**src/rtl/serial_subtractor8_if.sv**
```systemverilog
// Handshake and operand/result bundle for the bit-serial subtractor.
// Master drives the request side; slave returns the registered result.
interface serial_subtractor8_if #(
    parameter int WIDTH = 8
) ();
    logic             start;
    logic [WIDTH-1:0] a;
    logic [WIDTH-1:0] b;
    logic             bin;
    logic [WIDTH-1:0] d;
    logic             bout;
    logic             ovf;
    logic             zero;
    logic             busy;
    logic             done;

    modport master (
        output start, a, b, bin,
        input  d, bout, ovf, zero, busy, done
    );

    modport slave (
        input  start, a, b, bin,
        output d, bout, ovf, zero, busy, done
    );
endinterface

```
**src/rtl/serial_subtractor8.sv**
```systemverilog
// Bit-serial two's-complement subtractor: A - B - bin, one bit per clock,
// LSB first, through a single full-subtractor cell and a borrow flop.
module serial_subtractor8 #(
    parameter int WIDTH = 8
) (
    input  logic                 clk,
    input  logic                 rst,
    serial_subtractor8_if.slave  bus
);
    localparam int CW = $clog2(WIDTH);

    localparam logic [0:0] IDLE = 1'b0;
    localparam logic [0:0] RUN  = 1'b1;

    logic [0:0]       r_state;
    logic [WIDTH-1:0] r_a;
    logic [WIDTH-1:0] r_b;
    logic             r_brw;
    logic [CW-1:0]    r_cnt;
    logic [WIDTH-1:0] r_sh;
    logic [WIDTH-1:0] r_d;
    logic             r_bout;
    logic             r_ovf;
    logic             r_zero;
    logic             r_busy;
    logic             r_done;

    logic             w_ai;
    logic             w_bi;
    logic             w_diff;
    logic             w_brw_n;
    logic [WIDTH-1:0] w_sh_n;
    logic             w_last;

    assign w_ai    = r_a[0];
    assign w_bi    = r_b[0];
    assign w_diff  = w_ai ^ w_bi ^ r_brw;
    assign w_brw_n = (~w_ai & w_bi) | (~(w_ai ^ w_bi) & r_brw);
    assign w_sh_n  = {w_diff, r_sh[WIDTH-1:1]};
    assign w_last  = (r_cnt == CW'(WIDTH - 1));

    always_ff @(posedge clk or posedge rst) begin
        if (rst) begin
            r_state <= IDLE;
            r_a     <= '0;
            r_b     <= '0;
            r_brw   <= 1'b0;
            r_cnt   <= '0;
            r_sh    <= '0;
            r_d     <= '0;
            r_bout  <= 1'b0;
            r_ovf   <= 1'b0;
            r_zero  <= 1'b0;
            r_busy  <= 1'b0;
            r_done  <= 1'b0;
        end else begin
            r_done <= 1'b0;
            case (r_state)
                IDLE: begin
                    if (bus.start) begin
                        r_a     <= bus.a;
                        r_b     <= bus.b;
                        r_brw   <= bus.bin;
                        r_cnt   <= '0;
                        r_sh    <= '0;
                        r_busy  <= 1'b1;
                        r_state <= RUN;
                    end
                end
                RUN: begin
                    r_a   <= r_a >> 1;
                    r_b   <= r_b >> 1;
                    r_brw <= w_brw_n;
                    r_sh  <= w_sh_n;
                    r_cnt <= r_cnt + CW'(1);
                    // MSB step: borrow in vs out of the top cell gives overflow
                    if (w_last) begin
                        r_d     <= w_sh_n;
                        r_bout  <= w_brw_n;
                        r_ovf   <= r_brw ^ w_brw_n;
                        r_zero  <= (w_sh_n == '0);
                        r_cnt   <= '0;
                        r_busy  <= 1'b0;
                        r_done  <= 1'b1;
                        r_state <= IDLE;
                    end
                end
                default: r_state <= IDLE;
            endcase
        end
    end

    assign bus.d    = r_d;
    assign bus.bout = r_bout;
    assign bus.ovf  = r_ovf;
    assign bus.zero = r_zero;
    assign bus.busy = r_busy;
    assign bus.done = r_done;
endmodule
```
**src/flat_wrapper.sv**
```systemverilog
// flat-port wrapper written by rule: the top's interface ports become plain ports
module serial_subtractor8_flat 
#(
    parameter int WIDTH = 8
)
  (clk, rst, bus_start, bus_a, bus_b, bus_bin, bus_d, bus_bout, bus_ovf, bus_zero, bus_busy, bus_done);
  serial_subtractor8_if #(.WIDTH(WIDTH)) bus_i ();
  input  logic clk;
  input  logic rst;
  input wire logic [$bits(bus_i.start)-1:0] bus_start;
  input wire logic [$bits(bus_i.a)-1:0] bus_a;
  input wire logic [$bits(bus_i.b)-1:0] bus_b;
  input wire logic [$bits(bus_i.bin)-1:0] bus_bin;
  output wire logic [$bits(bus_i.d)-1:0] bus_d;
  output wire logic [$bits(bus_i.bout)-1:0] bus_bout;
  output wire logic [$bits(bus_i.ovf)-1:0] bus_ovf;
  output wire logic [$bits(bus_i.zero)-1:0] bus_zero;
  output wire logic [$bits(bus_i.busy)-1:0] bus_busy;
  output wire logic [$bits(bus_i.done)-1:0] bus_done;
  assign bus_i.start = bus_start;
  assign bus_i.a = bus_a;
  assign bus_i.b = bus_b;
  assign bus_i.bin = bus_bin;
  assign bus_d = bus_i.d;
  assign bus_bout = bus_i.bout;
  assign bus_ovf = bus_i.ovf;
  assign bus_zero = bus_i.zero;
  assign bus_busy = bus_i.busy;
  assign bus_done = bus_i.done;
  serial_subtractor8 #(.WIDTH(WIDTH)) u_core (.clk(clk), .rst(rst), .bus(bus_i));
endmodule
```
**config.mk**
```make
export PLATFORM = sky130hd
export DESIGN_NAME = serial_subtractor8_flat
export DESIGN_NICKNAME = d
export VERILOG_FILES = /design/src/rtl/serial_subtractor8_if.sv /design/src/rtl/serial_subtractor8.sv /design/src/flat_wrapper.sv
export SDC_FILE = /design/constraint.sdc
export NUM_CORES = 1
export LEC_CHECK = 0
export ABC_CLOCK_PERIOD_IN_PS = 1600
export BUFFER_PORTS_ARGS = -buffer_cell sky130_fd_sc_hd__buf_2
export CAP_MARGIN = 20
export CORE_UTILIZATION = 49
export DETAILED_ROUTE_END_ITERATION = 8
export GPL_TIMING_DRIVEN = 0
export HOLD_SLACK_MARGIN = 0.15
export PLACE_DENSITY = 0.74
export SLEW_MARGIN = 25
export SYNTH_ARGS = -nofsm -noshare
export SYNTH_HDL_FRONTEND = slang
export SYNTH_SLANG_ARGS = --single-unit
```
**constraint.sdc**
```tcl
create_clock -name clk -period 1.6 [get_ports clk]
set_clock_uncertainty 0.15 [all_clocks]
set_input_delay 0.08 -clock clk [delete_from_list [all_inputs] [get_ports clk]]
set_output_delay 0.08 -clock clk [all_outputs]
set_load 0.01 [all_outputs]
```
======== After elaboration in Yosys (flattened, before gate mapping) ========
Cells that the tools add are included.
word-level totals
  bits in registers ....................... 42
  output and inout port bits .............. 13
  word-level logic and storage cells ...... 47
operators by class
  add/sub/neg operators ................... 1
  reductions and logical operators ........ 3
  mux-type cells .......................... 19
  bitwise gates (word level) .............. 9
  equality and inequality tests ........... 3
operators with widths
  cell                   number
  $pmux W8 S2            3
  $mux W8                3
  $logic_not A8 Y1       1
  $mux W1                7
  $mux W3                2
  $pmux W1 S2            3
  $pmux W3 S2            1
  $ne A2 B2 Y1 const B   2
  $reduce_and A2 Y1      2
  $add A3 B1 Y3 const B  1
  $eq A3 B3 Y1 const B   1
  $not A1 Y1             3
  $xor A1 B1 Y1          3
  $and A1 B1 Y1          2
  $or A1 B1 Y1           1

======== Logic depth before layout (Yosys ltp) ========
  depth in word-level cells ............... 5
  gate-level depth with buffers ........... 4
  gate-level depth less buffers ........... 4

======== Worst setup path before layout ========
Ideal clock, no wire load.
  kind .................................... register to register
  start ................................... reg u_core.r_cnt[0]
  end ..................................... reg u_core.r_d[0], in the netlist u_core.bus.d[0]
  setup slack ............................. 31 ps
  stages on the path, launching flop included .. 5
  arrival time ............................ 1,294 ps
  path buffers ............................ 0
  library setup time ...................... 125 ps
  clock period less this slack ............ 1,569 ps
  cells stage by stage .................... dfrtp_1 > ha_1 > ha_1 > nand2_4 > mux2_2
on the way
  word-level cells in the longest chain between the ends .. 2
ends and longest elaborated chain
  element                      line                      source
  start, declared              serial_subtractor8.sv:19  logic [CW-1:0] r_cnt;
  start signal, assigned       serial_subtractor8.sv:75  r_cnt <= r_cnt + CW'(1);
  $eq A3 B3 Y1                 serial_subtractor8.sv:40  assign w_last = (r_cnt == CW'(WIDTH - 1));
  $reduce_and A2 Y1 (no line)  n/a
  end signal, assigned         serial_subtractor8.sv:78  r_d <= w_sh_n;
  end, declared                serial_subtractor8.sv:21  logic [WIDTH-1:0] r_d;
Every way passes these cells.
A chain may end at the register's enable or synchronous reset.

==> impl_metrics.py <==
metrics = {
    "global_routing": {
        "grt_pass1_vias": 1579,
        "grtUsageTotal_pct": 24.5,
        "grt_first_pass_wirelength_mm": 7.24,
        "grt-ovfl-total": 0,
        "grt_start_max_net_pins": 26,
        "grt_antenna_before_repair": 0,
    },
    "critical_path": {
        "path_max_fanout": 2,
        "critical_path_class": "reg -> reg",
        "cp_top_family": "buffers and inverters",
        "r2r_cells": 3,
        "cp.depth": 3,
        "max_stage_delay_ps": 600,
        "crit_slowest_cell": "dlygate4sd3_1",
        "path_cells": "mux2i_1 > dlygate4sd3_1 > o21ai_1",
        "cp-start-kind": "register",
        "end_kind": "register",
        "crit_buf_inv": 1,
        "crit_arrival_ps": 1640,
        "required_ps": 1690,
    },
    "synth": {
        "netlist_area_mm2": 0.00180,
        "synth_seq_cells": 41,
        "syn-num-nets": 179,
        "synth_edf_count": 0,
        "synth_cell_types": 26,
        "synth-seq-area-share_pct": 57.1,
        "synthArstFlopShare_pct": 100,
        "yosysWarningCount": 0,
        "ys.flop_type": "dfrtp_1",
        "netlist_instances": 156,
        "synth.avg_cell_area_um2": 11.5,
    },
    "placement": {
        "io_buffers": 31,
        "place_inst": 234,
        "gp_congestion": 0.769,
    },
    "timing": {
        "fin_hold_ws_ps": 344,
        "hold_viol": 0,
        "min_period_ps": 1550,
        "slew_violations": 0,
        "setup_tns_ps": 0,
        "period_share_pct": 97.0,
        "rsz0062_at_grt": "true",
        "fmax_mhz": 644,
        "setup_viol": 0,
        "slew_headroom_pct": 74.3,
        "worst_slew_pin_slew_ps": 385,
    },
    "clock_tree": {
        "clock_sinks": 41,
        "clock_latency_ps": 350,
        "cts.path.max_buffers": 2,
        "cts_root_buffer": "clkbuf_4",
        "cts-buffers-inserted": 5,
        "htree_num_levels": 2,
        "clk_pin_slew_ps": 110,
        "cts_tree": "yes",
    },
    "drt": {
        "antenna_left": 0,
        "wl_per_cell_um": 15.0,
        "route.detailed.drc": 0,
        "first_iter_violations": 106,
        "viasPerCell": 5.19,
        "wl_mm": 4.20,
        "vias": 1458,
        "detail_route.first_pass.iterations": 4,
    },
    "finish": {
        "mostFrequentLayoutCells": "dfrtp_1 (41), dlygate4sd3_1 (38), buf_2 (35)",
        "fin_cells": 281,
        "n_antenna_cell": 0,
        "drive_gt1_share_pct": 26.8,
        "syn2layout_area_growth_pct": 39.3,
        "final_common_cell": "dfrtp_1",
        "multi_input_area_um2": 713,
        "regArea_mm2": 0.00103,
        "fillers": 252,
        "nets": 259,
    },
    "floorplan": {
        "core_area_mm2": 0.00342,
        "die_w_um": 62.5,
        "ios": 33,
        "die_area_mm2": 0.00391,
        "initial_core_util_pct": 52.6,
        "placementRows": 21,
        "die_y_um": 62.5,
    },
    "pwr": {
        "pwr_density_cell_mw_per_mm2": 1540,
        "total_power_w": 0.00384,
        "ir_drop_v": 0.000836,
        "leakage_nw": 1.22,
    },
    "outcome": {
        "status": "completed",
    },
    "worst_hold_path": {
        "hp-class": "reg -> reg",
        "holdPathStages": 2,
    },
    "flow_run": {
        "drv_cap": 0,
    },
}
## what timing repair did
| action | in CTS | in global routing |
|---|---|---|
| buffers inserted | 0 | 2 |
| hold buffers | 38 | 0 |
| gates resized for setup | 3 | 3 |
| pin swaps | 1 | 1 |
| endpoints found under the hold margin | 70 | 0 |
| cloned | 1 | 0 |
| setup endpoints to repair | 9 | 4 |
## path summary, 6_finish.rpt
| kind | to | startpoint | slack, ps |
|---|---|---|---|
| hold / removal | u_core.r_a[1]$_DFFE_PP0P_ | u_core.r_a[2]$_DFFE_PP0P_ | 340 |
| setup reg to reg | u_core.r_b[3]$_DFFE_PP0P_ | u_core.r_b[3]$_DFFE_PP0P_ | 50 |
| min in group asynchronous | u_core.r_sh[3]$_DFFE_PP0P_ | rst | 650 |
| hold reg to reg | u_core.r_a[1]$_DFFE_PP0P_ | u_core.r_a[2]$_DFFE_PP0P_ | 340 |
| max in group asynchronous | u_core.r_cnt[0]$_DFFE_PP0P_ | rst | 190 |
| setup / recovery | u_core.r_b[3]$_DFFE_PP0P_ | u_core.r_b[3]$_DFFE_PP0P_ | 50 |
## routing by layer
| metal | vias up | part of all wire (%) | GRT usage [%] |
|---|---|---|---|
| met5 | - | 0 | 0 |
| li1 | 690 | - | - |
| met4 | 0 | 2.6 | 11.6 |
| met2 | 41 | 53 | 43.6 |
| met3 | 12 | 4.4 | 6.39 |
| met1 | 715 | 40 | 27.1 |
## logic make-up (layout without fill, tap and decap cells)
| group | count (synthesis) | in the layout | share of synthesized area (%) |
|---|---|---|---|
| muxes | 27 | 27 | 15.7 |
| AOI/OAI and AO/OA | 30 | 30 | 9.41 |
| xor gates and xnor gates | 1 | 1 | 0.488 |
| buffers and inverters | 17 | 95 | 5.09 |
| DFF | 41 | 41 | 57.1 |
| adders and majority gates | 3 | 3 | 2.51 |
| and+or+nand+nor | 37 | 38 | 9.69 |
## registers in the layout, indices dropped and copies added (netlist names), 3 cells and up
register,cells
u_core.bus.d,8
u_core.r_a,8
u_core.r_b,8
u_core.r_cnt,3
u_core.r_sh,7
## worst min-delay path: cells and delay by family (launching register included)
kind	cells	cell delay, ps
AOI/OAI and AO/OA	1	60
and+or+nand+nor	1	50
DFF	1	360
## synth_stat cells, types with 2 or more instances
cell | count | area, um2
nand2_1 | 21 | 78.8
ha_1 | 2 | 25.0
nor4_1 | 2 | 12.5
o21ai_0 | 17 | 85.1
nand2b_1 | 9 | 56.3
inv_1 | 8 | 30.0
nor2_1 | 4 | 15.0
buf_2 | 4 | 20.0
o22ai_1 | 2 | 12.5
clkbuf_1 | 2 | 7.51
o21ai_1 | 5 | 25.0
dfrtp_1 | 41 | 1030
mux2i_1 | 18 | 180
mux2_2 | 9 | 101
## cell type report
type                            count  share of cell area, %
Sequential cell                    41                   41.0
Multi-Input combinational cell     99                   28.5
Tap cell                           46                   2.30
Buffer                              9                   2.45
Timing Repair Buffer               72                   22.8
Inverter                            8                   1.20
Clock inverter                      1                  0.200
Clock buffer                        5                   1.50
## power by group
part | internal [W] | switching [W]
clock | 0.000153 | 0.000318
combinational | 0.000836 | 0.000778
sequential | 0.00146 | 0.000291
total | 0.00245 | 0.00139
## stage by stage
stage	util (%)	setup slack, ps	cell area (um2)
after CTS	72.5	5.39	2470
final	73.2	48.0	2500
after global routing	73.2	-13.1	2500
after detailed placement	59.4	-109	2030
after floorplan	-	31.2	1800
after global placement	58.8	-65.8	2010
No activity file was read; power rests on OpenSTA's default activity.
